File: src/rtl/exec_stage_pkg.sv
// ============================================================================
// exec_stage_pkg : ALU opcodes, flag bit indices and op classification
// Rev 1.0
// ============================================================================
`default_nettype none

package exec_stage_pkg;

  localparam int FLAG_W     = 7;
  localparam int FLAG_OVF   = 6;
  localparam int FLAG_ABOVE = 5;
  localparam int FLAG_EQUAL = 4;
  localparam int FLAG_BELOW = 3;
  localparam int FLAG_ERR   = 0;

  typedef enum logic [3:0] {
    ALU_ADD = 4'd0,
    ALU_SUB = 4'd1,
    ALU_MUL = 4'd2,
    ALU_DIV = 4'd3,
    ALU_MOV = 4'd4,
    ALU_SLW = 4'd5,
    ALU_AND = 4'd6,
    ALU_OR  = 4'd7,
    ALU_SHL = 4'd8,
    ALU_SHR = 4'd9,
    ALU_NOT = 4'd10,
    ALU_CMP = 4'd11,
    ALU_JMP = 4'd12,
    ALU_BFJ = 4'd13,
    ALU_NOP = 4'd14
  } alu_op_e;

  function automatic logic op_writes_rf(alu_op_e op);
    return op inside {ALU_ADD, ALU_SUB, ALU_MUL, ALU_DIV, ALU_MOV, ALU_SLW,
                      ALU_AND, ALU_OR, ALU_SHL, ALU_SHR, ALU_NOT};
  endfunction

  function automatic logic op_updates_flags(alu_op_e op);
    return op inside {ALU_ADD, ALU_SUB, ALU_MUL, ALU_DIV, ALU_CMP};
  endfunction

endpackage

`default_nettype wire

File: src/rtl/exec_stage_alu.sv
// ============================================================================
// exec_stage_alu : combinational ALU producing Result, RFlagsOut and Zero
// Rev 1.0
// ============================================================================
`default_nettype none

module exec_stage_alu #(
  parameter int DATA_W = 32,
  parameter int FLAG_W = exec_stage_pkg::FLAG_W
) (
  input  logic [3:0]        op_i,
  input  logic [DATA_W-1:0] a_i,
  input  logic [DATA_W-1:0] b_i,
  input  logic [FLAG_W-1:0] flags_i,
  output logic [DATA_W-1:0] result_o,
  output logic [FLAG_W-1:0] flags_o,
  output logic              zero_o
);
  import exec_stage_pkg::*;

  localparam int SH_W = $clog2(DATA_W);

  alu_op_e                 w_op;
  logic [DATA_W-1:0]       w_sum;
  logic [DATA_W-1:0]       w_diff;
  logic [2*DATA_W-1:0]     w_prod;

  assign w_op = alu_op_e'(op_i);

  always_comb begin
    w_sum    = a_i + b_i;
    w_diff   = a_i - b_i;
    w_prod   = {{DATA_W{1'b0}}, a_i} * {{DATA_W{1'b0}}, b_i};
    result_o = '0;
    flags_o  = '0;
    zero_o   = 1'b0;
    case (w_op)
      ALU_ADD: begin
        result_o          = w_sum;
        flags_o[FLAG_OVF] = (a_i[DATA_W-1] == b_i[DATA_W-1]) &&
                            (w_sum[DATA_W-1] != a_i[DATA_W-1]);
      end
      ALU_SUB: begin
        result_o          = w_diff;
        flags_o[FLAG_OVF] = (a_i[DATA_W-1] != b_i[DATA_W-1]) &&
                            (w_diff[DATA_W-1] != a_i[DATA_W-1]);
      end
      ALU_MUL: begin
        result_o          = w_prod[DATA_W-1:0];
        flags_o[FLAG_OVF] = |w_prod[2*DATA_W-1:DATA_W];
      end
      ALU_DIV: begin
        if (b_i == '0) flags_o[FLAG_ERR] = 1'b1;
        else           result_o          = a_i / b_i;
      end
      ALU_MOV: result_o = b_i;
      ALU_SLW: result_o = {{(DATA_W-1){1'b0}}, ($signed(a_i) < $signed(b_i))};
      ALU_AND: result_o = a_i & b_i;
      ALU_OR:  result_o = a_i | b_i;
      ALU_SHL: result_o = a_i << b_i[SH_W-1:0];
      ALU_SHR: result_o = a_i >> b_i[SH_W-1:0];
      ALU_NOT: result_o = ~a_i;
      ALU_CMP: begin
        flags_o[FLAG_ABOVE] = a_i > b_i;
        flags_o[FLAG_EQUAL] = a_i == b_i;
        flags_o[FLAG_BELOW] = a_i < b_i;
      end
      default: ;
    endcase
    // BFJ: b carries {want, mask}; branch when every masked flag equals want
    if (w_op == ALU_JMP)
      zero_o = 1'b1;
    else if (w_op == ALU_BFJ)
      zero_o = ((flags_i ^ b_i[2*FLAG_W-1:FLAG_W]) & b_i[FLAG_W-1:0]) == '0;
    else
      zero_o = (result_o == '0);
  end

endmodule

`default_nettype wire

File: src/rtl/exec_stage.sv
// ============================================================================
// exec_stage : execute stage with ALU, flags register and valid/ready output
// Rev 1.0
// ============================================================================
`default_nettype none

module exec_stage #(
  parameter int DATA_W = 32,
  parameter int FLAG_W = exec_stage_pkg::FLAG_W
) (
  input  logic              clk,
  input  logic              reset,
  input  logic              in_valid,
  output logic              in_ready,
  input  logic [3:0]        in_op,
  input  logic [DATA_W-1:0] in_a,
  input  logic [DATA_W-1:0] in_b,
  input  logic [4:0]        in_rd,
  input  logic [DATA_W-1:0] in_target,
  input  logic              flush,
  output logic              out_valid,
  input  logic              out_ready,
  output logic [DATA_W-1:0] out_result,
  output logic [4:0]        out_rd,
  output logic              out_wr_en,
  output logic              branch_taken,
  output logic [DATA_W-1:0] branch_target,
  output logic [FLAG_W-1:0] flags,
  output logic [31:0]       retired
);
  import exec_stage_pkg::*;

  alu_op_e           w_op;
  logic [DATA_W-1:0] w_alu_result;
  logic [FLAG_W-1:0] w_alu_flags;
  logic              w_alu_zero;
  logic              w_accept;
  logic              w_retire;

  logic              out_valid_q,  out_valid_d;
  logic [DATA_W-1:0] result_q,     result_d;
  logic [4:0]        rd_q,         rd_d;
  logic              wr_en_q,      wr_en_d;
  logic              br_taken_q,   br_taken_d;
  logic [DATA_W-1:0] br_target_q,  br_target_d;
  logic [FLAG_W-1:0] flags_q,      flags_d;
  logic [31:0]       retired_q,    retired_d;

  exec_stage_alu #(
    .DATA_W (DATA_W),
    .FLAG_W (FLAG_W)
  ) u_alu (
    .op_i     (in_op),
    .a_i      (in_a),
    .b_i      (in_b),
    .flags_i  (flags_q),
    .result_o (w_alu_result),
    .flags_o  (w_alu_flags),
    .zero_o   (w_alu_zero)
  );

  assign w_op     = alu_op_e'(in_op);
  assign in_ready = !flush && (!out_valid_q || out_ready);
  assign w_accept = in_valid && in_ready;
  assign w_retire = out_valid_q && out_ready && !flush;

  always_comb begin
    out_valid_d = out_valid_q;
    result_d    = result_q;
    rd_d        = rd_q;
    wr_en_d     = wr_en_q;
    br_taken_d  = br_taken_q;
    br_target_d = br_target_q;
    flags_d     = flags_q;
    retired_d   = retired_q + {31'd0, w_retire};
    // flush blocks acceptance via in_ready, so it never coincides with w_accept
    if (flush) begin
      out_valid_d = 1'b0;
      wr_en_d     = 1'b0;
      br_taken_d  = 1'b0;
    end else if (w_accept) begin
      out_valid_d = 1'b1;
      result_d    = w_alu_result;
      rd_d        = in_rd;
      wr_en_d     = op_writes_rf(w_op) &&
                    !(w_op == ALU_DIV && w_alu_flags[FLAG_ERR]);
      br_taken_d  = w_alu_zero && (w_op == ALU_JMP || w_op == ALU_BFJ);
      br_target_d = in_target;
      if (op_updates_flags(w_op)) flags_d = w_alu_flags;
    end else if (out_valid_q && out_ready) begin
      out_valid_d = 1'b0;
      wr_en_d     = 1'b0;
      br_taken_d  = 1'b0;
    end
  end

  always_ff @(posedge clk or posedge reset) begin
    if (reset) begin
      out_valid_q <= 1'b0;
      result_q    <= '0;
      rd_q        <= '0;
      wr_en_q     <= 1'b0;
      br_taken_q  <= 1'b0;
      br_target_q <= '0;
      flags_q     <= '0;
      retired_q   <= '0;
    end else begin
      out_valid_q <= out_valid_d;
      result_q    <= result_d;
      rd_q        <= rd_d;
      wr_en_q     <= wr_en_d;
      br_taken_q  <= br_taken_d;
      br_target_q <= br_target_d;
      flags_q     <= flags_d;
      retired_q   <= retired_d;
    end
  end

  assign out_valid     = out_valid_q;
  assign out_result    = result_q;
  assign out_rd        = rd_q;
  assign out_wr_en     = wr_en_q;
  assign branch_taken  = br_taken_q;
  assign branch_target = br_target_q;
  assign flags         = flags_q;
  assign retired       = retired_q;

endmodule

`default_nettype wire

File: config.mk
export PLATFORM = sky130hd
export DESIGN_NAME = exec_stage
export DESIGN_NICKNAME = d
export VERILOG_FILES = /design/src/rtl/exec_stage_pkg.sv /design/src/rtl/exec_stage_alu.sv /design/src/rtl/exec_stage.sv
export SDC_FILE = /design/constraint.sdc
export NUM_CORES = 2
export LEC_CHECK = 0
export ABC_AREA = 1
export CAP_MARGIN = 40
export CORE_MARGIN = 2
export CORE_UTILIZATION = 40
export CTS_CLUSTER_SIZE = 40
export DETAILED_ROUTE_END_ITERATION = 6
export PLACE_DENSITY = 0.6
export SETUP_SLACK_MARGIN = 0.3
export SLEW_MARGIN = 20
export SYNTH_ARGS = -nofsm -noshare
export SYNTH_HDL_FRONTEND = slang
export SYNTH_SLANG_ARGS = --single-unit
File: constraint.sdc
create_clock -name clk -period 3.2 [get_ports clk]
set_clock_uncertainty 0.2 [all_clocks]
set_input_delay 0.32 -clock clk [delete_from_list [all_inputs] [get_ports clk]]
set_output_delay 0.32 -clock clk [all_outputs]
set_load 0.005 [all_outputs]
=== After elaboration in Yosys (flattened, before gate mapping) ===
Cells that the tools add are included.

* Bitwise gates (word level): 6
* Multiply operators: 1
* Add/sub/neg operators: 3
* Reductions and logical operators: 24
* Magnitude comparators: 3
* Div/mod/pow operators: 1
* Muxes and demuxes: 15
* Equality and inequality tests: 18
* Shifts and indexed selects: 2

{| class="wikitable"
|+ Operator list
! cell !! number
|-
| one-hot mux 32 bit (11 select lines) || 1
|-
| zero test 32 bit || 2
|-
| less-than comparator 32 bit || 2
|-
| multiplier 32 x 32 -> 64 bit || 1
|-
| adder 32 x 1 -> 32 bit || 1
|-
| adder 32 bit || 1
|-
| AND 32 bit || 1
|-
| divider 32 x 32 -> 32 bit || 1
|-
| equality test 32 bit || 1
|-
| greater-than comparator 32 bit || 1
|-
| two-way mux 32 bit || 1
|-
| NOT 32 bit || 1
|-
| OR 32 bit || 1
|-
| OR reduction 32 bit || 1
|-
| << shifter 32 x 5 -> 32 bit || 1
|-
| >> shifter 32 x 5 -> 32 bit || 1
|-
| subtractor 32 bit || 1
|-
| equality test 4 bit (second input constant) || 6
|-
| equality test 4 x 3 -> 1 bit (second input constant) || 4
|-
| two-way mux 1 bit || 11
|-
| nonzero test 11 bit || 1
|-
| logical AND 1 bit || 9
|-
| equality test 4 x 2 -> 1 bit (second input constant) || 2
|-
| AND 7 bit || 1
|-
| 15 further kinds || 20
|}

* Memories: 0
* ROM bits: 0
* Memory bits (writable): 0
* Input bits: 110
* Output and inout port bits: 112
* Register bits: 109
* Latch bits: 0

=== Logic depth before layout (Yosys ltp) ===
* Word-level depth: 9
* Depth in mapped cells: 528
* Depth with buffers taken out: 515

=== Modules after synthesis ===
Synthesis repeated with hierarchy kept, for this count alone.

* Cells, all modules: 11510
* Area, all modules: 76118.0 µm²

{| class="wikitable"
|+ Modules (own cells, without submodules)
! module !! sequential area each (µm²) !! instances !! cells each !! area an instance (µm²)
|-
| exec_stage_alu || 0.0 || 1 || 10926 || 71272.1
|-
| exec_stage || 2777.7 || 1 || 584 || 4845.9
|}

=== Least setup slack after synthesis ===
No wires, ideal clock.

* Path type: input -> register
* Start: input in_b[0]
* End: register br_taken_q (netlist: branch_taken)
* Stages: 500
* Setup time: 0.077 ns
* Arrival time: 62.572 ns
* Required time: 2.923 ns
* Path slack: -59.648 ns
* Cells stage by stage: clkbuf_1 > inv_1 > clkbuf_1 > clkbuf_1 > buf_1 > ha_1 > inv_1 > nor2_1 > nand2_1 > nor2_1 > nand2_1 > nor2_1 > nor2_1 > nand2_1 > nand2_1 > and2_1 > ha_1 > o21ai_0 > (+464 left out) > ha_1 > a21oi_1 > nand2_1 > a21o_1 > a21oi_1 > nor2_1 > a2111oi_0 > o221a_2 > o211ai_1 > nand4_1 > o211ai_1 > a41oi_1 > o211ai_1 > nor4_1 > nand3b_1 > nor2_1 > nand3_1 > o21ai_1

* Cells in the longest elaborated chain, start to end: 9
* Elaborated cells on any way between the ends: 20

{| class="wikitable"
|+ RTL lines
! element !! line !! source
|-
| from (decl) || exec_stage.sv:17 || <nowiki>input logic [DATA_W-1:0] in_b,</nowiki>
|-
| divider 32 x 32 -> 32 bit / zero test 32 bit (equally long branches) || exec_stage_alu.sv:54, exec_stage_alu.sv:53 ||
|-
| two-way mux 32 bit || exec_stage_alu.sv:53 || <nowiki>if (b_i == '0) flags_o[FLAG_ERR] = 1'b1;</nowiki>
|-
| one-hot mux 32 bit (11 select lines) || exec_stage_alu.sv:37 || <nowiki>case (w_op)</nowiki>
|-
| zero test 32 bit || exec_stage_alu.sv:76 || <nowiki>zero_o = (result_o == '0);</nowiki>
|-
| two-way mux 1 bit (*) || exec_stage_alu.sv:73 || <nowiki>else if (w_op == ALU_BFJ)</nowiki>
|-
| two-way mux 1 bit (*) || exec_stage_alu.sv:71 || <nowiki>if (w_op == ALU_JMP)</nowiki>
|-
| logical AND 1 bit (*) || exec_stage.sv:87 || <nowiki>br_taken_d = w_alu_zero && (w_op == ALU_JMP || w_op == ALU_BFJ);</nowiki>
|-
| two-way mux 1 bit (*) || exec_stage.sv:81 || <nowiki>end else if (w_accept) begin</nowiki>
|-
| two-way mux 1 bit (*) || exec_stage.sv:77 || <nowiki>if (flush) begin</nowiki>
|-
| to (signal assigned) || exec_stage.sv:112 || <nowiki>br_taken_q <= br_taken_d;</nowiki>
|-
| to (decl) || exec_stage.sv:44 || <nowiki>logic br_taken_q, br_taken_d;</nowiki>
|}

Every way passes the cells marked *; elsewhere a longest branch is shown, timed or not.
A chain may end at the register's enable or synchronous reset.

=== Worst setup path after layout ===
* Start: input in_a[9]
* End: register br_taken_q (netlist: branch_taken)

* Cells in the longest elaborated chain, start to end: 9
* Elaborated cells on any way between the ends: 18

{| class="wikitable"
|+ RTL lines
! element !! line !! source
|-
| from (decl) || exec_stage.sv:16 || <nowiki>input logic [DATA_W-1:0] in_a,</nowiki>
|-
| divider 32 x 32 -> 32 bit || exec_stage_alu.sv:54 || <nowiki>else result_o = a_i / b_i;</nowiki>
|-
| two-way mux 32 bit || exec_stage_alu.sv:53 ||
|-
| one-hot mux 32 bit (11 select lines) (*) || exec_stage_alu.sv:37 ||
|-
| zero test 32 bit (*) || exec_stage_alu.sv:76 ||
|-
| two-way mux 1 bit (*) || exec_stage_alu.sv:73 ||
|-
| two-way mux 1 bit (*) || exec_stage_alu.sv:71 ||
|-
| logical AND 1 bit (*) || exec_stage.sv:87 ||
|-
| two-way mux 1 bit (*) || exec_stage.sv:81 ||
|-
| two-way mux 1 bit (*) || exec_stage.sv:77 ||
|}

Marks and branches as above.

==> summary.txt <==
Logic synthesis
  • Predominant post-synthesis flop cell: dfrtp_1
  • Cell variety after synth: 91
  • Mapped cell area: 0.0760 sq mm
  • Seq/Total Area, Yosys: 0.0359
  • Synth warn: 0
  • Mean Syn Cell Area: 6.66 sq um
  • Cells after Synth: 11403
  • FF+latch count, synth: 109
  • Post-synth ARST share: 1.00
  • Post-synth EDFFs: 0

STA
  • Setup_tns: -847.68 ns
  • Peak Freq: 0.0166 GHz
  • Final worst-path cycle share: 18.8
  • Max-slew violation count: 0
  • Final WS setup: -57.10 ns
  • Final setup vio count: 37
  • Final period demand of the worst path: 60.30 ns
  • Worst-Margin Slew: 0.898 ns
  • Final Hold Vio Count: 0
  • Slew headroom: 0.401
  • Unrepaired setup endpoints after global routing: yes

Route
  • Wire length per cell: 21.4 um
  • First drt pass iteration count: 7
  • DRC viols: 3
  • DRT antenna net count: 0
  • Vias per inst: 5.17
  • Routed wire length: 366000 um
  • Number of DRC markers in iteration 0: 6303
  • Via count: 88350

Cells and area
  • Most frequent cells in the layout: buf_4, nand2_1, inv_1, fa_1, ha_1
  • Nets@finish: 16483
  • Non-filler cells, final: 17086
  • Util after Layout: 0.600
  • Fillers: 17654
  • Layout area overhead: 48.5%
  • Share of post-route cells with drive strength above 1: 0.339
  • Commonest non-fill, non-tap cell in the layout: buf_4

Worst setup path
  • CP dominant cell by count: nand2_2
  • Worst setup EP type: register
  • Slowest stage delay, CP: 0.40 ns
  • Worst setup startpoint: in_a[9]
  • Worst setup slack for register-to-register paths: 0.23 ns
  • CP required: 3.36 ns
  • Startpoint types: input pin
  • Setup Crit Path Kind: in2reg
  • WP data arrival: 60.46 ns
  • Crit-path slowest cell: nor4_4
  • R2r startpoint: out_valid
  • Worst-case reg-to-reg path depth: 15
  • Crit-path max FO: 8
  • Worst reg2reg endpoint: retired[27]

Placement
  • HPWL after DPL: 298000 um
  • GPL Wtd Cong: 1.08
  • Placed Instances: 16646
  • Port Buffers: 219
  • Worst slack after detailed placement: -60.96 ns

Global route
  • Initial antenna violation count: 23
  • GR Util All Layers: 0.370
  • Vias in the first global route: 90096
  • First-pass GRT wire length: 544000 um
  • Largest net degree at the start of global routing: 80
  • Gr ovfl total: 0

Clock tree
  • Clk pin slew, worst setup/hold paths: 0.09 ns
  • Root Buffer: clkbuf_16
  • Clock latency on the worst-skew pair: 0.42 ns
  • Clk buf depth: 2
  • CTS tree: yes
  • Num Clock Sinks: 109
  • CTS Buf Count: 9
  • H-tree levels: 3
  • Hold buffers post-CTS: 0

Floorplan
  • Die area: 0.194 sq mm
  • Die Ht: 440 um
  • Initial Utilization: 0.404
  • Die W: 440 um
  • CORE AREA: 0.188 sq mm
  • Rows: 159
  • Io pins: 222

Outcome
  • Outcome: complete, but fails checks
  • Failing checks: DRC, setup timing

Power
  • Peak VDD IR: 4.52 mV
  • Pwr Total: 0.136 W
  • PD cells: 1200 mW/mm^2
  • Leakage power: 63.2 nW

Hold path
  • Hold WC Path Type: in2async

Job
  • Number of max-cap violations: 0
[cell usage after synthesis (15+ instances only)]
library cell | number | area [sq um]
a211oi_1 | 28 | 210
a21boi_0 | 19 | 143
a21o_1 | 25 | 188
a21oi_1 | 700 | 3500
a21oi_2 | 34 | 298
a221oi_1 | 37 | 324
a31oi_1 | 37 | 231
and2_1 | 28 | 175
buf_1 | 113 | 424
buf_2 | 53 | 265
buf_4 | 26 | 195
clkbuf_1 | 233 | 875
dfrtp_1 | 109 | 2730
fa_1 | 898 | 18000
ha_1 | 893 | 11200
inv_1 | 2594 | 9740
inv_2 | 24 | 90.1
mux2i_1 | 29 | 290
nand2_1 | 3004 | 11300
nand2_2 | 43 | 269
nand3_1 | 295 | 1480
nand3_2 | 62 | 621
nand4_1 | 89 | 557
nor2_1 | 455 | 1710
nor2_2 | 15 | 93.8
nor3_1 | 94 | 470
nor4_1 | 57 | 357
o2111ai_1 | 26 | 228
o211ai_1 | 38 | 285
o21a_1 | 28 | 210
o21ai_0 | 396 | 1980
o21ai_1 | 62 | 310
o21ai_2 | 34 | 298
o21bai_1 | 53 | 398
o221ai_1 | 29 | 254
o22ai_1 | 45 | 282
o31ai_1 | 19 | 143
or2_2 | 55 | 344
xnor2_1 | 136 | 1190
xor2_1 | 310 | 2720
[repair_timing]
action / CTS / global route
gates resized for setup: 654 / 677
pin swaps: 383 / 514
setup endpoints to repair: 48 / 48
cloned: 7 / 3
setup buffers: 253 / 156
[critical path, delay by kind of cell]
family          cells  cell delay (ns)
fa+ha+maj          31             8.07
mux                 1             0.16
buf+inv           103            10.04
xor+xnor            5             0.85
compound gates    154            21.96
simple gates      194            18.81
[layer usage]
layer | part of all wire | GRT usage
met5 | 0.00026 | 0
met4 | 0.059 | 0.172
met3 | 0.068 | 0.0565
met2 | 0.48 | 0.635
met1 | 0.40 | 0.455
[report_power, final]
group	switching (W)	internal, W	total, W	leakage [nW]
registers	0.000205	0.00162	0.00182	1.40
clock network	0.000662	0.000618	0.00128	0.147
logic	0.0691	0.0635	0.133	61.6
[metrics by stage]
step	hold WS, ns	instance area, sq um
floorplan	0.186	78100
global placement	0.258	103000
detailed placement	0.259	103000
CTS	0.148	109000
global route	0.209	113000
finish	0.153	113000
[layout make-up]
| class | instances | area, sq um | share of cell area |
|---|---|---|---|
| Inverter | 2634 | 9980 | 0.0885 |
| Clock inverter | 6 | 82.6 | 0.000732 |
| Antenna cell | 5 | 12.5 | 0.000111 |
| Clock buffer | 9 | 225 | 0.00200 |
| Sequential cell | 109 | 2730 | 0.0242 |
| Timing Repair Buffer | 3605 | 28600 | 0.253 |
| Multi-Input combinational cell | 8223 | 68100 | 0.604 |
| Tap cell | 2495 | 3120 | 0.0277 |
[flip-flops by register name, summed over array words and instances (netlist names)]
register,cells
branch_taken,1
out_rd,5
retired,32
out_valid,1
branch_target,32
out_result,32
out_wr_en,1
flags,5
[cells by family (layout without fill, tap and decap cells)]
logic type                 after synthesis  count (layout)  synth area share
other                                    1               7         0.0000493
muxes                                   30              30           0.00412
buffers and inverters                 3074            6254             0.155
and+or+nand+nor                       4255            4256             0.236
AOI/OAI and AO/OA                     1697            1698             0.134
DFF                                    109             109            0.0359
xor gates and xnor gates               446             446            0.0514
adders and majority gates             1791            1791             0.384
[worst max path at each step]
stage / end / depth (start not counted)
CTS: branch_taken / 510
global route: branch_taken / 492
global placement: branch_taken / 480
floorplan: branch_taken / 512
finish: branch_taken / 488
detailed placement: branch_taken / 473
(Power assumes the default switching activity.)
